`src/rtl/alu_dec_seq.sv`:
```
// alu_dec_seq: runs 6502 ADC/SBC on the shared 8-bit ALU. Binary mode takes one pass. Decimal mode takes five passes.
// Latency: done pulses 2 cycles after accept (binary), 6 (decimal), or 7 (decimal with ALU_DEC_CMOS_FLAGS_EN).
// Backpressure: req_ready is high only in IDLE; requests made while busy are dropped, not queued.
module alu_dec_seq #(
    parameter int             OPW     = 3,
    parameter logic [OPW-1:0] ALU_ADD = '0
) (
    input  logic           clk,
    input  logic           rst_n,
    input  logic           req_valid,
    output logic           req_ready,
    input  logic           req_sub,
    input  logic           req_dec,
    input  logic [7:0]     req_a,
    input  logic [7:0]     req_b,
    input  logic           req_c,
    output logic           alu_own,
    output logic [7:0]     alu_ai,
    output logic [7:0]     alu_bi,
    output logic           alu_ci,
    output logic [OPW-1:0] alu_op,
    input  logic [7:0]     alu_out,
    input  logic           alu_n,
    input  logic           alu_v,
    input  logic           alu_z,
    input  logic           alu_c,
    output logic           done,
    output logic [7:0]     res,
    output logic           res_n,
    output logic           res_v,
    output logic           res_z,
    output logic           res_c
);

    typedef enum logic [2:0] {
        S_IDLE,
        S_BIN,
        S_LO,
        S_LOADJ,
        S_HI,
        S_HIADJ,
        S_FIX,
        S_DONE
    } state_t;

    state_t     state_q, state_d;

    logic [7:0] a_q, a_d;
    logic [7:0] b_q, b_d;            // operand B, already inverted for SBC
    logic       b7_q, b7_d;          // original B sign, needed by decimal ADC overflow
    logic       c_q, c_d;
    logic       sub_q, sub_d;
    logic       dec_q, dec_d;

    logic       bin_n_q, bin_n_d;
    logic       bin_v_q, bin_v_d;
    logic       bin_z_q, bin_z_d;
    logic       bin_c_q, bin_c_d;

    logic       hc_q, hc_d;
    logic       adj_q, adj_d;        // shared by low and high adjust; low adjust is consumed before HI
    logic [3:0] ls_q, ls_d;
    logic [3:0] lo_q, lo_d;
    logic [3:0] hs_q, hs_d;

    logic [7:0] res_q, res_d;
    logic       res_n_q, res_n_d;
    logic       res_v_q, res_v_d;
    logic       res_z_q, res_z_d;
    logic       res_c_q, res_c_d;

    logic       nib_gt9;
    logic [7:0] adj_val;

    assign nib_gt9 = (alu_out[4:0] > 5'd9);
    assign adj_val = sub_q ? 8'h0A : 8'h06;

    always_comb begin
        state_d   = state_q;
        a_d       = a_q;
        b_d       = b_q;
        b7_d      = b7_q;
        c_d       = c_q;
        sub_d     = sub_q;
        dec_d     = dec_q;
        bin_n_d   = bin_n_q;
        bin_v_d   = bin_v_q;
        bin_z_d   = bin_z_q;
        bin_c_d   = bin_c_q;
        hc_d      = hc_q;
        adj_d     = adj_q;
        ls_d      = ls_q;
        lo_d      = lo_q;
        hs_d      = hs_q;
        res_d     = res_q;
        res_n_d   = res_n_q;
        res_v_d   = res_v_q;
        res_z_d   = res_z_q;
        res_c_d   = res_c_q;
        req_ready = 1'b0;
        done      = 1'b0;
        alu_own   = 1'b0;
        alu_ai    = 8'h00;
        alu_bi    = 8'h00;
        alu_ci    = 1'b0;
        alu_op    = '0;

        case (state_q)
            S_IDLE: begin
                req_ready = 1'b1;
                if (req_valid) begin
                    a_d     = req_a;
                    b_d     = req_sub ? ~req_b : req_b;
                    b7_d    = req_b[7];
                    c_d     = req_c;
                    sub_d   = req_sub;
                    dec_d   = req_dec;
                    state_d = S_BIN;
                end
            end

            S_BIN: begin
                alu_own = 1'b1;
                alu_op  = ALU_ADD;
                alu_ai  = a_q;
                alu_bi  = b_q;
                alu_ci  = c_q;
                bin_n_d = alu_n;
                bin_v_d = alu_v;
                bin_z_d = alu_z;
                bin_c_d = alu_c;
                if (dec_q) begin
                    state_d = S_LO;
                end else begin
                    res_d   = alu_out;
                    res_n_d = alu_n;
                    res_v_d = alu_v;
                    res_z_d = alu_z;
                    res_c_d = alu_c;
                    state_d = S_DONE;
                end
            end

            S_LO: begin
                alu_own = 1'b1;
                alu_op  = ALU_ADD;
                alu_ai  = {4'h0, a_q[3:0]};
                alu_bi  = {4'h0, b_q[3:0]};
                alu_ci  = c_q;
                ls_d    = alu_out[3:0];
                if (sub_q) begin
                    hc_d  = alu_out[4];
                    adj_d = ~alu_out[4];
                end else begin
                    hc_d  = nib_gt9;
                    adj_d = nib_gt9;
                end
                state_d = S_LOADJ;
            end

            S_LOADJ: begin
                alu_own = 1'b1;
                alu_op  = ALU_ADD;
                alu_ai  = {4'h0, ls_q};
                alu_bi  = adj_q ? adj_val : 8'h00;
                lo_d    = alu_out[3:0];
                state_d = S_HI;
            end

            S_HI: begin
                alu_own = 1'b1;
                alu_op  = ALU_ADD;
                alu_ai  = {4'h0, a_q[7:4]};
                alu_bi  = {4'h0, b_q[7:4]};
                alu_ci  = hc_q;
                hs_d    = alu_out[3:0];
                // NMOS decimal Z always comes from the binary sum.
                res_z_d = bin_z_q;
                if (sub_q) begin
                    res_c_d = alu_out[4];
                    adj_d   = ~alu_out[4];
                    res_n_d = bin_n_q;
                    res_v_d = bin_v_q;
                end else begin
                    res_c_d = nib_gt9;
                    adj_d   = nib_gt9;
                    res_n_d = alu_out[3];
                    res_v_d = (a_q[7] ^ alu_out[3]) & ~(a_q[7] ^ b7_q);
                end
                state_d = S_HIADJ;
            end

            S_HIADJ: begin
                alu_own = 1'b1;
                alu_op  = ALU_ADD;
                alu_ai  = {4'h0, hs_q};
                alu_bi  = adj_q ? adj_val : 8'h00;
                res_d   = {alu_out[3:0], lo_q};
`ifdef ALU_DEC_CMOS_FLAGS_EN
                state_d = S_FIX;
`else
                state_d = S_DONE;
`endif
            end

`ifdef ALU_DEC_CMOS_FLAGS_EN
            S_FIX: begin
                res_n_d = res_q[7];
                res_z_d = (res_q == 8'h00);
                state_d = S_DONE;
            end
`endif

            S_DONE: begin
                done    = 1'b1;
                state_d = S_IDLE;
            end

            default: state_d = S_IDLE;
        endcase
    end

    always_ff @(posedge clk) begin
        if (!rst_n) begin
            state_q <= S_IDLE;
            a_q     <= 8'h00;
            b_q     <= 8'h00;
            b7_q    <= 1'b0;
            c_q     <= 1'b0;
            sub_q   <= 1'b0;
            dec_q   <= 1'b0;
            bin_n_q <= 1'b0;
            bin_v_q <= 1'b0;
            bin_z_q <= 1'b0;
            bin_c_q <= 1'b0;
            hc_q    <= 1'b0;
            adj_q   <= 1'b0;
            ls_q    <= 4'h0;
            lo_q    <= 4'h0;
            hs_q    <= 4'h0;
            res_q   <= 8'h00;
            res_n_q <= 1'b0;
            res_v_q <= 1'b0;
            res_z_q <= 1'b0;
            res_c_q <= 1'b0;
        end else begin
            state_q <= state_d;
            a_q     <= a_d;
            b_q     <= b_d;
            b7_q    <= b7_d;
            c_q     <= c_d;
            sub_q   <= sub_d;
            dec_q   <= dec_d;
            bin_n_q <= bin_n_d;
            bin_v_q <= bin_v_d;
            bin_z_q <= bin_z_d;
            bin_c_q <= bin_c_d;
            hc_q    <= hc_d;
            adj_q   <= adj_d;
            ls_q    <= ls_d;
            lo_q    <= lo_d;
            hs_q    <= hs_d;
            res_q   <= res_d;
            res_n_q <= res_n_d;
            res_v_q <= res_v_d;
            res_z_q <= res_z_d;
            res_c_q <= res_c_d;
        end
    end

    assign res   = res_q;
    assign res_n = res_n_q;
    assign res_v = res_v_q;
    assign res_z = res_z_q;
    assign res_c = res_c_q;

endmodule

```
`config.mk`:
```
export PLATFORM = sky130hd
export DESIGN_NAME = alu_dec_seq
export DESIGN_NICKNAME = d
export VERILOG_FILES = /design/src/rtl/alu_dec_seq.sv
export SDC_FILE = /design/constraint.sdc
export NUM_CORES = 1
export LEC_CHECK = 0
export ABC_AREA = 1
export CAP_MARGIN = 30
export CORE_ASPECT_RATIO = 1.1
export CORE_MARGIN = 4
export CORE_UTILIZATION = 40
export DETAILED_ROUTE_END_ITERATION = 16
export GPL_TIMING_DRIVEN = 0
export PLACE_DENSITY = 0.69
export SLEW_MARGIN = 20
export SYNTH_ARGS = -nofsm -noshare
export SYNTH_HDL_FRONTEND = slang
export SYNTH_SLANG_ARGS = --single-unit
```
`constraint.sdc`:
```
create_clock -name clk -period 1.65 [get_ports clk]
set_clock_uncertainty 0.15 [all_clocks]
set_input_delay 0.165 -clock clk [delete_from_list [all_inputs] [get_ports clk]]
set_output_delay 0.165 -clock clk [all_outputs]
set_load 0.01 [all_outputs]
```
==> flow_results.org <==
** Outcome
- The run finished, with violations left.
- Violations in the final reports :: setup timing

** Place
- Estimated wirelength of the detail-placed design :: between 4000 and 5000 µm
- In this run the cell area measured after placement is between 3000 and 4000 µm².
- Port buffering added 63 buffers.
- RD Place Congestion :: about 0.84
- Total placed cells including tap cells :: ~480
- Worst slack, placed :: -521 ps

** Run
- Max-cap violations in this run came to 0.

** Min path
- In this run the worst hold path is classified as in -> reg.
- Beginning of the worst hold path :: rst_n
- The worst hold path terminates at res_c.
- Hold-critical path depth :: 3

** Logic synthesis
- Of the total synthesized cell area, the portion taken by full adders, half adders and majority gates is 0.
- Post-synthesis share of cell area spent on xor and xnor gates :: 0.0297
- The share of synthesized area in the top cell type comes to 0.442.
- By area, the combinational part of the netlist is dominated by compound AO/OA/AOI/OAI gates.
- Share of synthesized area spent on multiplexers :: 0
- Cells after Synth :: 333
- Total standard cell area after synthesis :: 2360 µm²
- Of the synthesized area, sequential elements account for 0.442.
- Average footprint of a synthesized cell :: 7.08 µm²
- Of the total synthesized cell area, the portion taken by AND, OR, NAND and NOR gates is 0.212.
- After synthesis, the netlist uses 27 different library cells.
- Of all cell types, the one taking the most synthesized area is sky130_fd_sc_hd__dfxtp_1.
- Yosys printed 0 warnings.
- Complex-gate fraction of the synthesized area :: 0.220
- By area the synthesized netlist is led by sky130_fd_sc_hd__dfxtp_1 44%, sky130_fd_sc_hd__nand2_1 11%, sky130_fd_sc_hd__o21ai_0 10%, sky130_fd_sc_hd__a21oi_1 9.3%, sky130_fd_sc_hd__nor2_1 5.4%.
- Flop and latch count out of synthesis :: 52

** Routing
- The count of nets left with antenna violations once routing finished came out at 0.
- Total vias in the final route :: between 2,000 and 3,000
- The final layout contains routed wiring with a total length of around 7300 µm.
- Number of remaining DRC errors :: 0
- Routed WL per cell :: 14.5 µm
- Detail-routed via count per cell :: 5.02
- Before antenna repair, the detailed router went through 6 iterations.
- Detailed router's first-iteration violation count :: about 130

** CTS
- The clock passes through at most 2 buffers.
- For the worst-skew pair, the clock arrives at the later sink with an insertion delay of approximately 300 ps.
- CTS Buf Count :: 5
- Clock net sink count :: 52
- Clock Tree Root :: sky130_fd_sc_hd__clkbuf_8
- Number of H-tree levels :: 2
- Clock tree from TritonCTS :: done
- Clock Pin Slew Worst Setup and Hold Paths :: approximately 90 ps
- Quantity of hold-fixing buffers added after cts :: 0

** Worst setup path
- Cell depth of the worst flop-to-flop path :: 8
- For flop-to-flop paths, the worst setup slack is 80 ps.
- Startpoint of the worst register-to-register path :: state_q[0]
- CP Max Fanout :: 8
- Startpoint-to-endpoint class of the critical path :: reg -> out
- The worst setup path is captured at an output port.
- The worst setup path is launched from a flop.
- Worst Path Required :: 1330 ps
- Data on the critical path arrives at its endpoint at 1490 ps.
- The endpoint identified for the worst register-to-register timing path is res[1].

** Layout
- In the final design database the tool counted 459 nets.
- Measured on the finished design, the core utilization comes to 0.634.
- Number of antenna cells inserted :: 0
- In the final layout, the share of cells above drive strength 1 is 0.263.
- Counting the fill cells in the layout gives 533.
- From synthesis to final layout, the design area changed by 54.2%.
- The finished layout holds 503 standard cells, fillers aside.
- Final Cell Area :: 3640 µm²

** Floorplanning
- Core region area :: 5730 µm²
- Initial Utilization :: 0.411
- # rows :: 29
- Vertical die dimension :: ~90 µm
- Boundary Pins :: 69
- Chip width :: 81.2 µm
- Die area :: approximately 7200 µm²

** Timing
- Subtracting the final worst setup slack from the clock period gives 1800 ps.
- Smallest hold slack :: 46.9 ps
- Final Max Slew Viols :: 0
- Of the available clock period, the critical path in the final layout requires 1.09.
- The count of endpoints failing hold in the final timing report came to 0.
- Setup violations remaining at the end of the flow were counted as 17.
- RSZ-0062 raised after global routing :: true
- Summed over all failing endpoints, the final setup total negative slack is -1670 ps.
- For this run, the top clock speed supported by timing is 0.555 GHz.
- Setup slack on the critical path of the routed design comes to -152 ps.

** Global routing
- The via count of the first global-routing pass was between 2,000 and 2,500.
- Maximum number of pins on one net before global-route repair :: 16
- The initial antenna violation count is 0.
- For this run the aggregate overflow at the end of global routing stands at 0.
- Global-route wire length before repair :: 10,800 µm
- Aggregate global-route resource usage :: 0.195

** Power
- Static power due to leakage :: 1.56 nW
- Pwr Total :: 5.99 mW
- The worst-case IR drop observed on VDD is 0.000759 V.
- Power per cell area :: 1650 nW/µm²
[kinds of logic after synthesis]
logic type,count (synthesis)
buffers and inverters,49
and+or+nand+nor,123
other,1
AOI/OAI and AO/OA,100
xor gates and xnor gates,8
DFF,52
[critical path: stages (launching register included)]
cell                        delay, ps
sky130_fd_sc_hd__dfxtp_4          410
sky130_fd_sc_hd__inv_4             60
sky130_fd_sc_hd__nor2_4           160
sky130_fd_sc_hd__nand2_8          110
sky130_fd_sc_hd__nand2_8          120
sky130_fd_sc_hd__nand2_2           70
sky130_fd_sc_hd__o2111ai_2         80
sky130_fd_sc_hd__buf_2            160
[report_power, final]
| part | leakage (nW) | internal (mW) | switching [mW] |
|---|---|---|---|
| Clock | 0.0552 | 0.451 | 0.422 |
| Sequential | 0.429 | 1.69 | 0.288 |
| Combinational | 1.08 | 1.36 | 1.78 |
[flip-flops by register name, summed over array words and instances, names as in the netlist]
name / count
a_q: 8
adj_q: 1
b7_q: 1
b_q: 8
bin_n_q: 1
bin_v_q: 1
bin_z_q: 1
c_q: 1
dec_q: 1
hc_q: 1
hs_q: 4
lo_q: 4
ls_q: 4
res: 8
res_c: 1
res_n: 1
res_v: 1
res_z: 1
state_q: 3
sub_q: 1
[cell usage in the layout (no fill, tap or decap), types with 4 or more instances in the layout]
cell and n:
sky130_fd_sc_hd__o21ai_0 48, sky130_fd_sc_hd__nand3_1 7, sky130_fd_sc_hd__o2111ai_2 4, sky130_fd_sc_hd__xor2_1 8, sky130_fd_sc_hd__nor2_1 21, sky130_fd_sc_hd__nand2_2 11
sky130_fd_sc_hd__inv_1 25, sky130_fd_sc_hd__clkbuf_8 5, sky130_fd_sc_hd__buf_4 22, sky130_fd_sc_hd__buf_6 11, sky130_fd_sc_hd__buf_2 11, sky130_fd_sc_hd__clkdlybuf4s50_1 43
sky130_fd_sc_hd__a21oi_1 43, sky130_fd_sc_hd__dfxtp_1 49, sky130_fd_sc_hd__nand2_1 53, sky130_fd_sc_hd__nor2_4 12, sky130_fd_sc_hd__nand2_4 7
[final cells by class]
cell class	count	area, µm²	area share
multi-input combinational	234	1360	0.373
sequential	52	1050	0.289
timing repair buffer	83	756	0.208
inverter	32	136	0.0375
buffer	16	123	0.0337
tap	77	96.3	0.0265
clock buffer	6	72.6	0.0200
clock inverter	2	35.0	0.00964
timing repair inverter	1	7.51	0.00206
[metal layers]
metal,vias up,global-route usage,part of all wire
met5,-,0,0
met4,0,0.0707,0.025
met3,20,0.0418,0.057
met2,96,0.332,0.50
met1,1147,0.243,0.42
li1,1263,-,-
[synth_stat cells]
| master | n |
|---|---|
| sky130_fd_sc_hd__nand2_1 | 71 |
| sky130_fd_sc_hd__dfxtp_1 | 52 |
| sky130_fd_sc_hd__o21ai_0 | 49 |
| sky130_fd_sc_hd__a21oi_1 | 44 |
| sky130_fd_sc_hd__nor2_1 | 34 |
| sky130_fd_sc_hd__inv_1 | 28 |
| sky130_fd_sc_hd__nand3_1 | 10 |
| sky130_fd_sc_hd__xor2_1 | 8 |
| sky130_fd_sc_hd__buf_4 | 6 |
| sky130_fd_sc_hd__buf_2 | 4 |
| sky130_fd_sc_hd__o2111ai_1 | 4 |
| sky130_fd_sc_hd__buf_1 | 3 |
| sky130_fd_sc_hd__inv_2 | 3 |
| sky130_fd_sc_hd__clkbuf_1 | 2 |
| sky130_fd_sc_hd__nand2_2 | 2 |
| sky130_fd_sc_hd__nand3b_1 | 2 |
| sky130_fd_sc_hd__a21boi_0 | 1 |
| sky130_fd_sc_hd__clkbuf_2 | 1 |
| sky130_fd_sc_hd__clkbuf_8 | 1 |
| sky130_fd_sc_hd__clkinv_1 | 1 |
| sky130_fd_sc_hd__conb_1 | 1 |
| sky130_fd_sc_hd__nand4_1 | 1 |
| sky130_fd_sc_hd__nor2_2 | 1 |
| sky130_fd_sc_hd__nor2_4 | 1 |
| sky130_fd_sc_hd__nor3_1 | 1 |
| sky130_fd_sc_hd__o21ai_1 | 1 |
| sky130_fd_sc_hd__o22ai_1 | 1 |
[repair_timing]
item / 4_1_cts / 5_1_grt
buffers inserted: 13 / 6
cloned: 1 / 1
pin swaps: 10 / 10
gates resized for setup: 132 / 41
setup endpoints to repair: 20 / 38
[how the worst max path moves through the flow]
stage	from	end	slack, ps	cells after the start
2_1_floorplan	state_q[0]	alu_ci	180	6
3_5_place_dp	state_q[0]	alu_ci	-520	7
6_report	state_q[0]	alu_ai[3]	-150	7
4_1_cts	state_q[2]	alu_bi[3]	-180	8
3_3_place_gp	state_q[2]	alu_bi[3]	-490	8
5_1_grt	state_q[0]	alu_ci	-230	7
Power figures use the tool's default switching activity.
